[config.mk]
export PLATFORM = sky130hd
export DESIGN_NAME = sp_path_tracer
export DESIGN_NICKNAME = d
export VERILOG_FILES = /design/src/rtl/sp_pkg.sv /design/src/rtl/sp_node_stack.sv /design/src/rtl/sp_path_tracer.sv
export SDC_FILE = /design/constraint.sdc
export NUM_CORES = 1
export LEC_CHECK = 0
export CAP_MARGIN = 20
export CORE_MARGIN = 8
export CORE_UTILIZATION = 68
export CTS_CLUSTER_SIZE = 30
export DETAILED_ROUTE_END_ITERATION = 6
export DONT_BUFFER_PORTS = 1
export GPL_TIMING_DRIVEN = 0
export PLACE_DENSITY = 0.88
export SLEW_MARGIN = 0
export SYNTH_ARGS = -nofsm -noshare
export SYNTH_HDL_FRONTEND = slang
export SYNTH_SLANG_ARGS = --single-unit
[constraint.sdc]
create_clock -name clk -period 10.7 [get_ports clk]
set_clock_uncertainty 0.05 [all_clocks]
set_input_delay 1.07 -clock clk [delete_from_list [all_inputs] [get_ports clk]]
set_output_delay 1.07 -clock clk [all_outputs]
set_load 0.01 [all_outputs]
[src/rtl/sp_pkg.sv]
// Shared definitions for the shortest-path solver and its path tracer.
// Holds the default graph size, index width, the "no predecessor" sentinel,
// and the path tracer's state encoding.
package sp_pkg;

  localparam int NUMVALS = 6;
  localparam int SIZE    = 32;
  localparam int INT_MAX = 10000;
  localparam int IDX_W   = $clog2(NUMVALS);

  typedef enum logic [1:0] {
    IDLE,
    WALK,
    EMIT,
    DONE
  } state_t;

endpackage

[src/rtl/sp_node_stack.sv]
// LIFO of node indices used to reverse the predecessor walk.
// Ports:
//   clk, rst     clock and synchronous active-high reset (empties the stack)
//   clear        synchronous empty request
//   push, pop    push push_data / drop the top entry (push has priority)
//   push_data    node index to push
//   top          current top entry (0 when empty)
//   depth        number of stored entries, 0..DEPTH
module sp_node_stack #(
  parameter int DEPTH = sp_pkg::NUMVALS,
  parameter int W     = sp_pkg::IDX_W
) (
  input  logic                       clk,
  input  logic                       rst,
  input  logic                       clear,
  input  logic                       push,
  input  logic                       pop,
  input  logic [W-1:0]               push_data,
  output logic [W-1:0]               top,
  output logic [$clog2(DEPTH+1)-1:0] depth
);

  localparam int CNT_W = $clog2(DEPTH+1);
  localparam int PTR_W = $clog2(DEPTH);

  logic [W-1:0]     mem [DEPTH];
  logic [CNT_W-1:0] cnt;
  logic [CNT_W-1:0] top_ptr;
  logic             full;
  logic             empty;

  assign full    = (cnt == CNT_W'(DEPTH));
  assign empty   = (cnt == '0);
  assign top_ptr = cnt - CNT_W'(1);

  always_ff @(posedge clk) begin
    if (rst || clear) begin
      cnt <= '0;
    end else if (push && !full) begin
      cnt <= cnt + CNT_W'(1);
    end else if (pop && !empty) begin
      cnt <= cnt - CNT_W'(1);
    end
  end

  // Storage is data only; an empty stack never exposes stale entries.
  always_ff @(posedge clk) begin
    if (push && !full) begin
      mem[cnt[PTR_W-1:0]] <= push_data;
    end
  end

  assign top   = empty ? '0 : mem[top_ptr[PTR_W-1:0]];
  assign depth = cnt;

endmodule

[src/rtl/sp_path_tracer.sv]
// Path reconstruction back end for the shortest-path solver.
// Latches the predecessor vector and a destination, walks predecessors back
// to source node 0 while pushing each node, then streams the path
// source-first over a valid/ready interface and reports completion.
// Ports:
//   clk, rst           clock and synchronous active-high reset
//   start, dst         request and destination (sampled in IDLE only)
//   p_input            predecessor vector, entry i at [i*SIZE +: SIZE]
//   busy               high whenever not IDLE
//   out_valid/out_node/out_last/out_ready   path stream, source first
//   done, err, path_len                     one-cycle completion report
module sp_path_tracer #(
  parameter int NUMVALS = sp_pkg::NUMVALS,
  parameter int SIZE    = sp_pkg::SIZE,
  parameter int INT_MAX = sp_pkg::INT_MAX
) (
  input  logic                    clk,
  input  logic                    rst,
  input  logic                    start,
  input  logic [SIZE-1:0]         dst,
  input  logic [NUMVALS*SIZE-1:0] p_input,
  output logic                    busy,
  output logic                    out_valid,
  output logic [SIZE-1:0]         out_node,
  output logic                    out_last,
  input  logic                    out_ready,
  output logic                    done,
  output logic                    err,
  output logic [SIZE-1:0]         path_len
);

  import sp_pkg::*;

  localparam int NODE_W = $clog2(NUMVALS);
  localparam int CNT_W  = $clog2(NUMVALS+1);

  state_t            state, state_nxt;
  logic [SIZE-1:0]   pv [NUMVALS];
  logic [SIZE-1:0]   cur, cur_nxt;
  logic [SIZE-1:0]   pred;
  logic [SIZE-1:0]   len_q;
  logic              err_q, err_set;
  logic              push, pop, clear;
  logic              cur_oob, pred_bad, accept;
  logic [NODE_W-1:0] top;
  logic [CNT_W-1:0]  depth;

  sp_node_stack #(
    .DEPTH (NUMVALS),
    .W     (NODE_W)
  ) u_stack (
    .clk       (clk),
    .rst       (rst),
    .clear     (clear),
    .push      (push),
    .pop       (pop),
    .push_data (cur[NODE_W-1:0]),
    .top       (top),
    .depth     (depth)
  );

  // Range checks are done on the full-width value before any truncation.
  // pred is only consulted when cur is in range, so the truncated index
  // never selects a nonexistent entry in a way that matters.
  assign cur_oob  = (cur >= SIZE'(NUMVALS));
  assign pred     = pv[cur[NODE_W-1:0]];
  assign pred_bad = (pred == SIZE'(INT_MAX)) || (pred >= SIZE'(NUMVALS));
  assign accept   = (state == IDLE) && start;

  always_comb begin
    state_nxt = state;
    cur_nxt   = cur;
    push      = 1'b0;
    pop       = 1'b0;
    clear     = 1'b0;
    err_set   = 1'b0;
    case (state)
      IDLE: begin
        if (start) begin
          clear     = 1'b1;
          cur_nxt   = dst;
          state_nxt = WALK;
        end
      end
      WALK: begin
        // A full stack with the walk still going means the predecessors
        // contain a cycle.
        if (cur_oob || (depth == CNT_W'(NUMVALS))) begin
          err_set   = 1'b1;
          state_nxt = DONE;
        end else begin
          push = 1'b1;
          if (cur == '0) begin
            state_nxt = EMIT;
          end else if (pred_bad) begin
            err_set   = 1'b1;
            state_nxt = DONE;
          end else begin
            cur_nxt = pred;
          end
        end
      end
      EMIT: begin
        if (out_ready) begin
          pop = 1'b1;
          if (depth == CNT_W'(1)) begin
            state_nxt = DONE;
          end
        end
      end
      DONE: begin
        state_nxt = IDLE;
      end
      default: begin
        state_nxt = IDLE;
      end
    endcase
  end

  always_ff @(posedge clk) begin
    if (rst) begin
      state <= IDLE;
      err_q <= 1'b0;
      len_q <= '0;
    end else begin
      state <= state_nxt;
      if (accept) begin
        err_q <= 1'b0;
        len_q <= '0;
      end else begin
        if (err_set) begin
          err_q <= 1'b1;
        end
        if (push) begin
          len_q <= len_q + SIZE'(1);
        end
      end
    end
  end

  always_ff @(posedge clk) begin
    cur <= cur_nxt;
    if (accept) begin
      for (int i = 0; i < NUMVALS; i++) begin
        pv[i] <= p_input[i*SIZE +: SIZE];
      end
    end
  end

  // Every output is decoded from registered state only; out_ready never
  // reaches an output combinationally.
  assign busy      = (state != IDLE);
  assign out_valid = (state == EMIT);
  assign out_node  = out_valid ? SIZE'(top) : '0;
  assign out_last  = out_valid && (depth == CNT_W'(1));
  assign done      = (state == DONE);
  assign err       = done && err_q;
  assign path_len  = (done && !err_q) ? len_q : '0;

endmodule

### After elaboration in Yosys (flattened, before gate mapping)

Memory sizes are Yosys's and may differ from the RTL's. A register that Yosys moved wholly into a read port is not among the register bits.
Index checks and enable logic that the tools add are counted.

| cells by class | value |
|---|---|
| mux-type cells | 32 |
| equal/unequal tests | 13 |
| $lt $le $gt $ge | 2 |
| add/sub/neg operators | 3 |
| reductions and logical operators | 21 |

Operators with widths:

| kind | count |
|---|---|
| 32-bit two-way mux | 5 |
| 32-bit by 3-bit greater-or-equal comparator with 1-bit output, second input constant | 2 |
| 32-bit one-hot mux with 2 select lines | 1 |
| 32-bit by 1-bit adder with 32-bit output, second input constant | 1 |
| 32-bit by 14-bit equality test with 1-bit output, second input constant | 1 |
| 32-bit logical NOT | 1 |
| 3-bit two-way mux | 5 |
| 1-bit two-way mux | 14 |
| 2-bit two-way mux | 6 |
| 2-bit inequality test, second input constant | 4 |
| 2-bit one-hot mux with 4 select lines | 1 |
| 1-bit logical AND | 6 |
| 2-bit nonzero test | 3 |
| 5-bit AND reduction | 1 |
| 2-bit equality test, second input constant | 2 |
| 2-bit by 1-bit inequality test with 1-bit output, second input constant | 2 |
| 4-bit inequality test, second input constant | 1 |
| 4-bit AND reduction | 1 |
| 3-bit by 1-bit adder with 3-bit output, second input constant | 1 |
| 3-bit by 1-bit equality test with 1-bit output, second input constant | 1 |
| 3-bit equality test, second input constant | 1 |
| 1-bit logical NOT | 3 |
| 3-bit logical NOT | 1 |
| 1-bit logical OR | 3 |
| other kinds (4) | 4 |

| word-level totals | value |
|---|---|
| bits in registers | 70 |
| memory bits (writable) | 210 |
| input port bits | 228 |
| output and inout port bits | 69 |
| memories kept | 2 |

Memories:

| memory | depth | width | rd ports | clocked after Yosys merged registers in | wr ports | line | source |
|---|---|---|---|---|---|---|---|
| pv | 6 | 32 | 1 | 1 | 6 | sp_path_tracer.sv:38 | `logic [SIZE-1:0] pv [NUMVALS];` |
| u_stack.mem | 6 | 3 | 1 | 0 | 1 | sp_node_stack.sv:26 | `logic [W-1:0] mem [DEPTH];` |

### Longest topological paths before layout

| depth | value |
|---|---|
| depth in word-level cells | 7 |
| mapped depth | 11 |
| gate-level depth less buffers | 8 |

### Modules after synthesis

Synthesis repeated with hierarchy kept, for this count alone.

| unflattened totals | value |
|---|---|
| cell total of the unflattened synthesis | 913 |
| area total of the unflattened synthesis | 12499.5 um^2 |

By module, submodules not included:

| module | cells an instance | times used | area an instance (um^2) |
|---|---|---|---|
| sp_path_tracer | 836 | 1 | 11487.3 |
| sp_node_stack | 77 | 1 | 1012.2 |

### Worst setup path before layout

Ideal clock, no wire load.

| timing | value |
|---|---|
| path kind | input to register |
| start point | input port start |
| end point | register len_q[0] |
| required time | 10.522 ns |
| data arrival time | 6.503 ns |
| buffers on the path | 2 |
| cell stages on the path | 5 |
| path slack | 4.019 ns |
| setup time | 0.128 ns |
| path through | and2_1 > or2_2 > clkbuf_1 > clkbuf_1 > nor2_1 |

| on the way | value |
|---|---|
| longest elaborated chain between the ends | 2 |

RTL lines:

| element | line | source |
|---|---|---|
| start: declaration | sp_path_tracer.sv:19 | `input logic start,` |
| 1-bit logical AND | sp_path_tracer.sv:68 | `assign accept = (state == IDLE) && start;` |
| 2-bit OR reduction (no line) | - |  |
| end signal: assignment | sp_path_tracer.sv:135 | `len_q <= len_q + SIZE'(1);` |
| end: declaration | sp_path_tracer.sv:41 | `logic [SIZE-1:0] len_q;` |

Every way passes these cells.
A chain may end at the register's enable or synchronous reset.

### Worst setup path after layout

| timing | value |
|---|---|
| start point | register u_stack.cnt[0] (netlist: u_stack.depth[0]) |
| end point | register cur[11] (enable) |

| on the way | value |
|---|---|
| longest elaborated chain between the ends | 4 |

RTL lines:

| element | line | source |
|---|---|---|
| start: declaration | sp_node_stack.sv:27 | `logic [CNT_W-1:0] cnt;` |
| start signal: assignment | sp_node_stack.sv:40 | `cnt <= cnt + CNT_W'(1);` |
| start signal: assignment | sp_node_stack.sv:42 | `cnt <= cnt - CNT_W'(1);` |
| 3-bit equality test | sp_path_tracer.sv:88 | `if (cur_oob \|\| (depth == CNT_W'(NUMVALS))) begin` |
| 1-bit logical OR | sp_path_tracer.sv:88 |  |
| 2-bit inequality test (no line) | - |  |
| 5-bit AND reduction (no line) | - |  |
| end signal: assignment | sp_path_tracer.sv:142 | `cur <= cur_nxt;` |
| end: declaration | sp_path_tracer.sv:39 | `logic [SIZE-1:0] cur, cur_nxt;` |

Every way passes these cells.

==> impl_metrics.toml <==
[critical_path]
regToRegSetupSlack_ns = 5.81
crit_fanout = 21
cp-start-kind = "register"
ff2ff_path_depth = 11
endpoint_kind = "register"
cp_data_required_time_ns = 10.89
criticalPathCategory = "reg -> reg"
arrival_ns = 5.08

[sta]
hold_viol = 0
tns_ns = 0
fin_crit_sh_pct = 45.7
slew_headroom_pct = 39.3
holdWs_ns = 0.443
setup_viol = 0
period_needed_ns = 4.89
max_freq_ghz = 0.204
tightest_slew_ns = 0.903
rsz0062_at_grt = "false"
slew_violations = 0

[run]
cap_viol_max_count = 0

[floorplanning]
rows = 49
die-area_um2 = 22400
die_w_um = 150
initial_core_util_pct = 68.4
dieHeight_um = 150
io_pins = 297
coreArea_um2 = 17800

[synthesis]
ys_seq_area_share_pct = 66.5
syn_area_um2 = 12200
async_reset_ff_share_pct = 0
yosys_warnings = 0
synth_area_per_cell_um2 = 14.5
postSynthCellCount = 837
synth_cell_type_count = 46
synth-seq-cells = 283
synth-edff-count = 242
synthFlopType = "edfxtp_1"

[clocking]
clkTransAtPathRegs_ns = 0.06
clk_latency_ns = 0.54
cts.sinks = 283
clockRootBuffer = "clkbuf_16"
clockBufferDepth = 3
cts_tree = "built"
numCtsBuffers = 28
post_cts_buffers = 0
cts_resized = 0
cts_max_level = 1
cts_hold_buffers = 0

[pwr]
switching_share_pct = 29.5
peakVddDrop_mv = 0.260
leakage_nw = 4.57
switching_power_mw = 1.03
clkPwrFrac_pct = 27.3
internal-power_mw = 2.45
p_per_area_nw_per_um2 = 257
combinationalPowerShare_pct = 27.2
pwr-share-seq_pct = 45.5

[grt]
grt_use_met1_pct = 29.4
grt_busiest_layer = "met2"
grt_overflow_total = 0
antenna_found_initial = 7
grt_use_met3_pct = 6.38
grt_max_degree = 81
track_usage_pct = 25.1
grt_pass1_vias = 7278
grt_pass1_wl_mm = 42.1
met2_usage_pct = 44.1

[placed_design]
dp.cells = 1097
numPortBuffers = 0
gp_congestion = 0.847
hpwl_mm = 20.7

[final_layout]
fin_util_pct = 76.2
fillCellCount = 1051
finalNetCount = 1137
stdcell_count = 1154
final_cell_mix = "edfxtp_1 (242), nor2_1 (116), mux2_2 (46), dfxtp_1 (41), mux4_2 (35)"
area_growth_syn_to_layout_pct = 11.4
layout_commonest_cell = "edfxtp_1"
drive_above_1_share_pct = 18.4

[routing]
wl_per_cell_um = 24.6
vias_per_cell = 6.15
drtIter0Drc = 646
drtPass1Iterations = 6
drc = 0
antenna_left = 0
dr_total_vias = 7101
wl_mm = 28.4

[min_path]
hold_class = "reg -> reg"
min_path_cells = 2

[status]
status = "finished clean"
registers in the layout, summed over array words and instances, names as in the netlist, named ones only:
signal         count
u_stack.mem       18
u_stack.depth      3
len_q             32
pv               192
cur               32
err_q              1
state              2
metrics by stage:
step / setup slack, ns / cell area [µm²] / total power, mW
after floorplan: 4.02 / 12300 / 2.28
after global placement: 2.49 / 12600 / 2.53
after detailed placement: 5.85 / 12600 / 2.54
after CTS: 5.83 / 13500 / 3.50
after global routing: 5.46 / 13600 / 3.62
final: 5.81 / 13600 / 3.48
cell families (layout without fill, tap and decap cells):
group	after synthesis	in the layout	synth area share (%)
XOR/XNOR	18	18	1.30
AND/OR/NAND/NOR	274	274	11.3
other	1	34	0.0308
flip-flops	283	283	66.5
buffers and inverters	86	141	3.89
AO/OA/AOI/OAI	59	59	3.00
adder cells (fa/ha/maj)	11	11	1.13
multiplexers	105	105	12.9
final timing paths:
check                                         endpoint                          start
worst max register to register       cur[11]$_DFFE_PP_  u_stack.depth[0]$_SDFFE_PP0P_
worst max-delay path                 cur[11]$_DFFE_PP_  u_stack.depth[0]$_SDFFE_PP0P_
worst min-delay path            len_q[31]$_SDFFE_PP0N_         len_q[31]$_SDFFE_PP0N_
worst min register to register  len_q[31]$_SDFFE_PP0N_         len_q[31]$_SDFFE_PP0N_
power groups by stage:
stage	combinational (mW)	clock, mW	sequential, mW
2_1_floorplan	0.677	0	1.61
3_3_place_gp	0.887	0	1.64
3_5_place_dp	0.942	0	1.60
4_1_cts	0.952	0.961	1.58
5_1_grt	1.02	1.00	1.60
6_report	0.947	0.950	1.58
layer usage:
metal / vias to the layer above / share of wire (%) / wire (µm)
li1: 3228 / - / -
met1: 3456 / 35 / 9840
met2: 352 / 53 / 15000
met3: 61 / 9.4 / 2660
met4: 4 / 3.0 / 862
met5: - / 0.088 / 25
Yosys cell counts, types with 4 or more instances:
cell type	n	area, µm²
and4_1	5	43.8
edfxtp_1	242	7270
and2_1	34	213
nor3_1	10	50.1
mux2_2	46	518
buf_4	29	218
clkbuf_1	25	93.8
inv_1	15	56.3
nand4_1	17	106
dfxtp_1	41	821
or2_2	4	25.0
mux2i_1	5	50.1
or3_1	13	81.3
nand2_1	25	93.8
o21ai_0	16	80.1
buf_6	5	56.3
mux4_2	35	788
nor2_1	116	435
xor2_1	6	52.6
or4_1	7	52.6
a211oi_1	5	37.5
o21a_1	4	30.0
xnor2_1	12	105
mux2_1	19	214
ha_1	11	138
buf_1	9	33.8
nand3_1	9	45.0
a21oi_1	19	95.1
nor4_1	24	150
area by class of cell:
class | count | area (µm²) | share of cell area (%)
clock inverter | 18 | 171 | 1.27
timing repair buffer | 3 | 82.6 | 0.609
buffer | 71 | 417 | 3.07
tap | 229 | 287 | 2.11
multi-input combinational | 496 | 3710 | 27.4
sequential | 283 | 8090 | 59.7
inverter | 15 | 56.3 | 0.416
clock buffer | 34 | 723 | 5.34
antenna | 5 | 12.5 | 0.0923
worst max-delay path: stages (launching register included):
cell and delay (ns):
dfxtp_1 0.41, buf_1 0.51, inv_1 0.24, ha_1 0.29
a211oi_1 0.27, nand4_1 0.22, nor4_1 0.74, clkbuf_1 0.47
nand2_1 0.18, nor3_1 0.30, o21a_1 0.64, buf_16 0.24
No activity file was read; power rests on OpenSTA's default activity.
